## src/rtl/muldiv_unit_if.sv

```systemverilog
// rtl/muldiv_unit_if.sv - start/busy/done handshake and HI/LO result bundle of the multiply/divide unit
interface muldiv_unit_if #(
    parameter int n = 32
);
    logic         start;
    logic [1:0]   op;
    logic [n-1:0] a;
    logic [n-1:0] b;
    logic         busy;
    logic         done;
    logic         div_by_zero;
    logic [n-1:0] hi;
    logic [n-1:0] lo;

    modport master (
        output start, op, a, b,
        input  busy, done, div_by_zero, hi, lo
    );

    modport slave (
        input  start, op, a, b,
        output busy, done, div_by_zero, hi, lo
    );
endinterface

```

## src/rtl/muldiv_unit.sv

```systemverilog
// rtl/muldiv_unit.sv - iterative MULT/MULTU/DIV/DIVU unit holding HI/LO; MULDIV_FAST_MULT_EN selects a single-step multiply
module muldiv_unit #(
    parameter int n = 32
) (
    input logic          clk,
    input logic          reset_n,
    muldiv_unit_if.slave bus
);
    typedef enum logic [1:0] {IDLE, RUN, FIX, DONE} state_t;
    localparam int cw = $clog2(n + 1);

    state_t         state;
    logic [cw-1:0]  cnt;
    logic           is_div;
    logic           neg_q;
    logic           neg_r;
    logic           b_zero;
    logic [n-1:0]   a_orig;
    logic [n-1:0]   opnd;
    logic [n:0]     rem;
    logic [2*n-1:0] acc;
    logic           busy;
    logic           done;
    logic           div_by_zero;
    logic [n-1:0]   hi;
    logic [n-1:0]   lo;

    logic           a_neg;
    logic           b_neg;
    logic [n-1:0]   mag_a;
    logic [n-1:0]   mag_b;
    logic [n:0]     mul_sum;
    logic [n+1:0]   div_shift;
    logic [n+1:0]   div_diff;
    logic [2*n-1:0] prod_fix;

    // Magnitudes are unsigned n-bit values, so -2^(n-1) maps to 2^(n-1) without overflow.
    assign a_neg = bus.op[0] & bus.a[n-1];
    assign b_neg = bus.op[0] & bus.b[n-1];
    assign mag_a = a_neg ? -bus.a : bus.a;
    assign mag_b = b_neg ? -bus.b : bus.b;

    assign mul_sum   = {1'b0, acc[2*n-1:n]} + (acc[0] ? {1'b0, opnd} : '0);
    assign div_shift = {rem, acc[n-1]};
    assign div_diff  = div_shift - {2'b00, opnd};
    assign prod_fix  = neg_q ? -acc : acc;

`ifdef MULDIV_FAST_MULT_EN
    logic [2*n-1:0] fast_prod;
    assign fast_prod = {{n{a_neg}}, bus.a} * {{n{b_neg}}, bus.b};
`endif

    always_ff @(posedge clk) begin
        if (!reset_n) begin
            state       <= IDLE;
            cnt         <= '0;
            is_div      <= 1'b0;
            neg_q       <= 1'b0;
            neg_r       <= 1'b0;
            b_zero      <= 1'b0;
            a_orig      <= '0;
            opnd        <= '0;
            rem         <= '0;
            acc         <= '0;
            busy        <= 1'b0;
            done        <= 1'b0;
            div_by_zero <= 1'b0;
            hi          <= '0;
            lo          <= '0;
        end else begin
            done        <= 1'b0;
            div_by_zero <= 1'b0;
            case (state)
                IDLE, DONE: begin
                    state <= IDLE;
                    if (bus.start) begin
`ifdef MULDIV_FAST_MULT_EN
                        if (!bus.op[1]) begin
                            {hi, lo} <= fast_prod;
                            done     <= 1'b1;
                            state    <= DONE;
                        end else
`endif
                        begin
                            is_div <= bus.op[1];
                            neg_q  <= a_neg ^ b_neg;
                            neg_r  <= a_neg;
                            b_zero <= (bus.b == '0);
                            a_orig <= bus.a;
                            opnd   <= bus.op[1] ? mag_b : mag_a;
                            acc    <= {{n{1'b0}}, (bus.op[1] ? mag_a : mag_b)};
                            rem    <= '0;
                            cnt    <= cw'(n);
                            busy   <= 1'b1;
                            state  <= RUN;
                        end
                    end
                end
                RUN: begin
                    cnt <= cnt - cw'(1);
                    if (is_div) begin
                        // Restoring step: keep the subtraction only when it did not borrow.
                        if (!div_diff[n+1]) begin
                            rem          <= div_diff[n:0];
                            acc[n-1:0]   <= {acc[n-2:0], 1'b1};
                        end else begin
                            rem          <= div_shift[n:0];
                            acc[n-1:0]   <= {acc[n-2:0], 1'b0};
                        end
                    end else begin
                        acc <= {mul_sum, acc[n-1:1]};
                    end
                    if (cnt == cw'(1)) begin
                        state <= FIX;
                    end
                end
                FIX: begin
                    if (is_div) begin
                        if (b_zero) begin
                            lo          <= '1;
                            hi          <= a_orig;
                            div_by_zero <= 1'b1;
                        end else begin
                            lo <= neg_q ? -acc[n-1:0] : acc[n-1:0];
                            hi <= neg_r ? -rem[n-1:0] : rem[n-1:0];
                        end
                    end else begin
                        {hi, lo} <= prod_fix;
                    end
                    busy  <= 1'b0;
                    done  <= 1'b1;
                    state <= DONE;
                end
                default: begin
                    busy  <= 1'b0;
                    state <= IDLE;
                end
            endcase
        end
    end

    assign bus.busy        = busy;
    assign bus.done        = done;
    assign bus.div_by_zero = div_by_zero;
    assign bus.hi          = hi;
    assign bus.lo          = lo;
endmodule
```

## src/flat_wrapper.sv

```systemverilog
// flat-port wrapper written by rule: the top's interface ports become plain ports
module muldiv_unit_flat 
#(
    parameter int n = 32
)
  (clk, reset_n, bus_start, bus_op, bus_a, bus_b, bus_busy, bus_done, bus_div_by_zero, bus_hi, bus_lo);
  muldiv_unit_if #(.n(n)) bus_i ();
  input logic clk;
  input logic reset_n;
  input wire logic [$bits(bus_i.start)-1:0] bus_start;
  input wire logic [$bits(bus_i.op)-1:0] bus_op;
  input wire logic [$bits(bus_i.a)-1:0] bus_a;
  input wire logic [$bits(bus_i.b)-1:0] bus_b;
  output wire logic [$bits(bus_i.busy)-1:0] bus_busy;
  output wire logic [$bits(bus_i.done)-1:0] bus_done;
  output wire logic [$bits(bus_i.div_by_zero)-1:0] bus_div_by_zero;
  output wire logic [$bits(bus_i.hi)-1:0] bus_hi;
  output wire logic [$bits(bus_i.lo)-1:0] bus_lo;
  assign bus_i.start = bus_start;
  assign bus_i.op = bus_op;
  assign bus_i.a = bus_a;
  assign bus_i.b = bus_b;
  assign bus_busy = bus_i.busy;
  assign bus_done = bus_i.done;
  assign bus_div_by_zero = bus_i.div_by_zero;
  assign bus_hi = bus_i.hi;
  assign bus_lo = bus_i.lo;
  muldiv_unit #(.n(n)) u_core (.clk(clk), .reset_n(reset_n), .bus(bus_i));
endmodule
```

## config.mk

```make
export PLATFORM = sky130hd
export DESIGN_NAME = muldiv_unit_flat
export DESIGN_NICKNAME = d
export VERILOG_FILES = /design/src/rtl/muldiv_unit_if.sv /design/src/rtl/muldiv_unit.sv /design/src/flat_wrapper.sv
export SDC_FILE = /design/constraint.sdc
export NUM_CORES = 1
export LEC_CHECK = 0
export ABC_CLOCK_PERIOD_IN_PS = 6500
export BUFFER_PORTS_ARGS = -buffer_cell sky130_fd_sc_hd__buf_2
export CORE_ASPECT_RATIO = 1.2
export CORE_UTILIZATION = 35
export CTS_BUF_LIST = sky130_fd_sc_hd__clkbuf_16
export DETAILED_ROUTE_END_ITERATION = 10
export SLEW_MARGIN = 20
export SYNTH_ARGS = -nofsm -noshare
export SYNTH_HDL_FRONTEND = slang
export SYNTH_SLANG_ARGS = --single-unit
```

## constraint.sdc

```tcl
create_clock -name clk -period 6.5 [get_ports clk]
set_clock_uncertainty 0.1 [all_clocks]
set_input_delay 0.65 -clock clk [delete_from_list [all_inputs] [get_ports clk]]
set_output_delay 0.65 -clock clk [all_outputs]
set_load 0.1 [all_outputs]
```

### Yosys cells after proc, flatten, opt, wreduce, memory -nomap -nowiden

Cells that the tools add are included.

| storage, ports and cells | value |
|---|---|
| bits in registers | 240 |
| bits of input ports | 69 |
| output and inout port bits | 67 |
| word-level logic and storage cells | 76 |

| cells by class | value |
|---|---|
| add/subtract/negate cells | 8 |
| equal/unequal tests | 8 |
| multiplexer cells | 30 |
| bitwise logic cells | 3 |
| reductions and logical operators | 11 |

Operators by type and width:

| operator | count |
|---|---|
| $mux W32 | 13 |
| $mux W64 | 2 |
| $neg A32 Y32 | 4 |
| $pmux W64 S2 | 1 |
| $mux W33 | 3 |
| $pmux W33 S2 | 1 |
| $neg A64 Y64 | 1 |
| $sub A34 B32 Y34 | 1 |
| $add A32 B33 Y33 | 1 |
| $logic_not A32 Y1 | 1 |
| $pmux W6 S2 | 1 |
| $reduce_and A3 Y1 | 3 |
| $eq A6 B1 Y1 const B | 1 |
| $mux W6 | 1 |
| $pmux W2 S3 | 1 |
| $reduce_and A2 Y1 | 3 |
| $sub A6 B1 Y6 const B | 1 |
| $mux W1 | 5 |
| $eq A2 B2 Y1 const B | 2 |
| $ne A2 B1 Y1 const B | 2 |
| $ne A2 B2 Y1 const B | 2 |
| $reduce_bool A2 Y1 | 2 |
| $and A1 B1 Y1 | 2 |
| $eq A2 B1 Y1 const B | 1 |
| other kinds (5) | 5 |

### Logic depth before layout (Yosys ltp)

| logic depth | value |
|---|---|
| depth in word-level cells | 5 |
| depth in mapped cells | 16 |
| depth with buffers taken out | 14 |

### Worst setup path after synthesis

No wires, ideal clock.

| timing | value |
|---|---|
| path type | reg-to-reg |
| start point | register u_core.acc[0] |
| end point | register u_core.acc[57] |
| setup time | 0.128 ns |
| arrival | 3.184 ns |
| data required time | 6.272 ns |
| setup slack | 3.088 ns |
| stages on the path, launching flop included | 16 |
| buffers on the path | 2 |
| period minus slack after synthesis | 3.412 ns |
| path through | dfxtp_1 clkbuf_1 inv_1 clkbuf_1 nor2_1 ha_1 a21o_1 a21o_1 a21o_1 and2_1 or4_1 o211ai_1 o31ai_1 a41oi_1 xor2_1 o21ai_0 |

| on the way | value |
|---|---|
| cells in the longest elaborated chain, start to end | 4 |

Ends and longest elaborated chain:

| element | RTL line | source |
|---|---|---|
| from (decl) | muldiv_unit.sv:21 | `logic [2*n-1:0] acc;` |
| from (signal assigned) | muldiv_unit.sv:91 | `acc <= {{n{1'b0}}, (bus.op[1] ? mag_a : mag_b)};` |
| from (signal, indexed assignment) | muldiv_unit.sv:105 | `acc[n-1:0] <= {acc[n-2:0], 1'b1};` |
| from (signal, indexed assignment) | muldiv_unit.sv:108 | `acc[n-1:0] <= {acc[n-2:0], 1'b0};` |
| $mux W32 | muldiv_unit.sv:43 | `assign mul_sum = {1'b0, acc[2*n-1:n]} + (acc[0] ? {1'b0, opnd} : '0);` |
| $add A32 B33 Y33 | muldiv_unit.sv:43 |  |
| $mux W32 | muldiv_unit.sv:101 | `if (is_div) begin` |
| $pmux W64 S2 | muldiv_unit.sv:73 | `case (state)` |

Every way passes these cells. The select of a mux whose other input is x is not followed.
A chain may end at the register's enable or synchronous reset.

### Final worst setup path

| timing | value |
|---|---|
| start point | register u_core.acc[0] |
| end point | register u_core.acc[62] |

The elaborated chain is that of the path after synthesis.

==> results.yml <==
yosys:
  synth_warnings: 0
  synthArstFlopShare: 0
  synth_nets: 2448
  synth.most_common_cell: "nand2_1"
  yosysUniqueCellTypes: 80
  synth_ff_type: "dfxtp_1"
  netlist_instances: 2305
  yosysSeqAreaShare: 0.282
  yosysTopAreaCellShare: 0.282
  netlist_top_cells_area: "dfxtp_1 (28%), nand2_1 (7.2%), a21oi_1 (7.0%), o21ai_0 (6.8%), xor2_1 (5.7%)"
  synth_edf_count: 0
  post-synth-top-area-cell: "dfxtp_1"
  synth_seq_cells: 240
  avgSynthCellArea_sq_um: 7.38
  synth_commonest_cells: "nand2_1 (327), dfxtp_1 (240), a21oi_1 (239), o21ai_0 (230), nor2_1 (181)"
  syn_area_sq_um: 17000
layout:
  nNetsFinal: 2480
  stdcell_count: 2989
  final.fill_count: 5081
  area_growth_pct: 11.4
  drive_gt1_frac: 0.101
clock_tree:
  ctsHtreeMaxLevel: 1
  cts_tree: "yes"
  cts_sinks: 240
  cts_resized: 0
  holdBufCountCts: 0
  postCtsSetupBuffers: 0
  cts_root_buf: "clkbuf_16"
  path_clk_slew_ps: 60
  cts_buffers: 28
  worst_skew_pair.late_latency_ps: 560
  cts_buffer_depth: 3
worst_hold_path:
  min_to: "u_core.a_orig[4]"
  hold_depth: 3
  hp-start: "bus_a[4]"
  hold_path.class: "in -> reg"
global_route:
  grt_pass1_wl_um: 99300
  grt_pass1_vias: 16288
  grt_usage: 0.261
  antenna_found_initial: 1
  grt.overflow.total: 0
  grt_max_degree: 88
sta:
  relSlewSlack: 0.233
  finalHoldViolations: 0
  finalSetupViolations: 0
  fin_setup_tns_ps: 0
  rsz0062_at_grt: "no"
  fin_crit_sh: 0.669
  maxSlewViolCount: 0
  holdWs_ps: 274
  clock.fmax_ghz: 0.230
  worst_pin_slew_ps: 1140
  fin_crit_ps: 4350
setup_path:
  ff2ff_path_depth: 12
  crit_buf_inv: 1
  ff2ff_setup_slack_ps: 2150
  r2r-start: "u_core.acc[0]"
  endpoint_kind: "flop"
  slowest_stage: "inv_1"
  cp_cell_sequence: "inv_1, nor2_1, ha_1, a21o_1, a211oi_1, nor3_1, o311ai_0, a21oi_1, a21oi_1, o311ai_0, xnor2_1, o21ai_0"
  cp_max_fo: 32
  slowest_delay_ps: 810
  critical-path-top-delay-family: "compound AO/OA/AOI/OAI gates"
  cp.arrival_ps: 4680
  required_ps: 6820
  start_kind: "flop"
  worstSetupPathType: "reg -> reg"
  rr_endpoint: "u_core.acc[62]"
route:
  routed_wirelength_um: 65700
  firstDrtPassIters: 7
  via_per_inst: 5.72
  detail-route-antenna-nets: 0
  vias: 17110
  drc_errors: 0
  avgRoutedWirePerCell_um: 22.0
  drt_iter0_markers: 1331
floorplan:
  dieHeight_um: 243
  io_pins: 136
  row_count: 88
  die_x_um: 203
  dieArea_sq_um: 49500
  fp.coreArea_sq_um: 48000
  initial_core_util: 0.354
power:
  powerDensity_nw_per_um2: 396
  leakagePower_nw: 7.79
  ir_drop_v: 0.000501
placement:
  portBuffers: 135
  place_inst: 2936
  dp_hpwl_um: 49600
  gp_congestion: 0.923
job:
  cap_violations: 0
status:
  status: "complete, no violations"
-- per-layer routing --
layer / vias to the layer above / track usage / wire (um)
li1: 8239 / - / -
met1: 8166 / 0.313 / 26000
met2: 564 / 0.440 / 31000
met3: 141 / 0.0226 / 3380
met4: 0 / 0.184 / 5240
met5: - / 0 / 0
-- cell usage in the layout (no fill, tap or decap), types with 11 or more instances in the layout --
master and n:
o21a_1 13, a211oi_1 50, nor4_1 15, mux2i_1 50, o41ai_1 20, a22oi_1 12
or3_1 29, a21oi_1 236, o21ai_0 228, buf_4 21, a21o_1 35, o31ai_1 36
buf_2 135, xor2_1 110, nand2_1 326, nand3_1 35, ha_1 71, xnor2_1 98
nor3_1 44, nor2b_1 12, dfxtp_1 237, a31oi_1 11, nor2_1 181, o211ai_1 48
inv_1 83, mux2_2 12, nand2b_1 15, or4_1 17, clkbuf_16 30
-- cells by family after synthesis --
kind of cell | Yosys count | synth area share
xor gates and xnor gates | 209 | 0.108
AOI/OAI and AO/OA | 759 | 0.272
muxes | 62 | 0.0374
adders and majority gates | 74 | 0.0553
and+or+nand+nor | 729 | 0.193
buffers and inverters | 232 | 0.0525
DFF | 240 | 0.282
-- layout make-up --
class	instances	area (sq um)	share of cell area
multi-input combinational	1833	11400	0.599
tap	630	788	0.0416
timing repair buffer	156	833	0.0440
inverter	78	294	0.0155
sequential	240	4810	0.254
clock buffer	30	751	0.0396
clock inverter	19	113	0.00594
antenna	3	7.51	0.000396
-- worst max-delay path by stage --
| stage | from | endpoint | slack [ps] | cells past startpoint |
|---|---|---|---|---|
| floorplan | u_core.acc[0] | u_core.acc[57] | 3090 | 15 |
| detailed placement | u_core.acc[0] | u_core.acc[62] | 2160 | 12 |
| global route | u_core.acc[0] | u_core.acc[62] | 1730 | 12 |
| finish | u_core.acc[0] | u_core.acc[62] | 2150 | 12 |
| CTS | u_core.acc[0] | u_core.acc[62] | 2130 | 12 |
| global placement | u_core.acc[0] | u_core.acc[62] | 2060 | 12 |
-- worst reg2reg max path, cell delays in order (launching register included) --
cell and delay [ps]:
dfxtp_1 410, inv_1 810, nor2_1 100, ha_1 340, a21o_1 200, a211oi_1 400, nor3_1 130, o311ai_0 640
a21oi_1 320, a21oi_1 340, o311ai_0 180, xnor2_1 160, o21ai_0 80
-- per-stage QoR --
step           setup WS, ps  power [mW]  utilization  area, sq um
2_1_floorplan          3090        4.99            -        17000
3_3_place_gp           2060        5.95        0.377        18100
3_5_place_dp           2160        5.97        0.377        18100
4_1_cts                2130        7.50        0.395        18900
5_1_grt                1730        7.88        0.395        18900
6_report               2150        7.50        0.395        19000
-- registers in the layout, summed over array words and instances (netlist names) --
signal,flops
u_core.bus.busy,1
u_core.bus.div_by_zero,1
u_core.bus.done,1
u_core.bus.hi,32
u_core.a_orig,32
u_core.bus.lo,32
u_core.acc,64
u_core.neg_q,1
u_core.opnd,32
u_core.is_div,1
u_core.cnt,6
u_core.rem,33
u_core.b_zero,1
u_core.neg_r,1
u_core.state,2
-- report_power, final --
group | switching (mW) | internal, mW | total (mW) | leakage [nW]
Combinational | 2.79 | 0.984 | 3.77 | 5.38
Sequential | 0.390 | 1.82 | 2.21 | 1.96
Clock | 0.653 | 0.861 | 1.51 | 0.445
(Power assumes the default switching activity.)
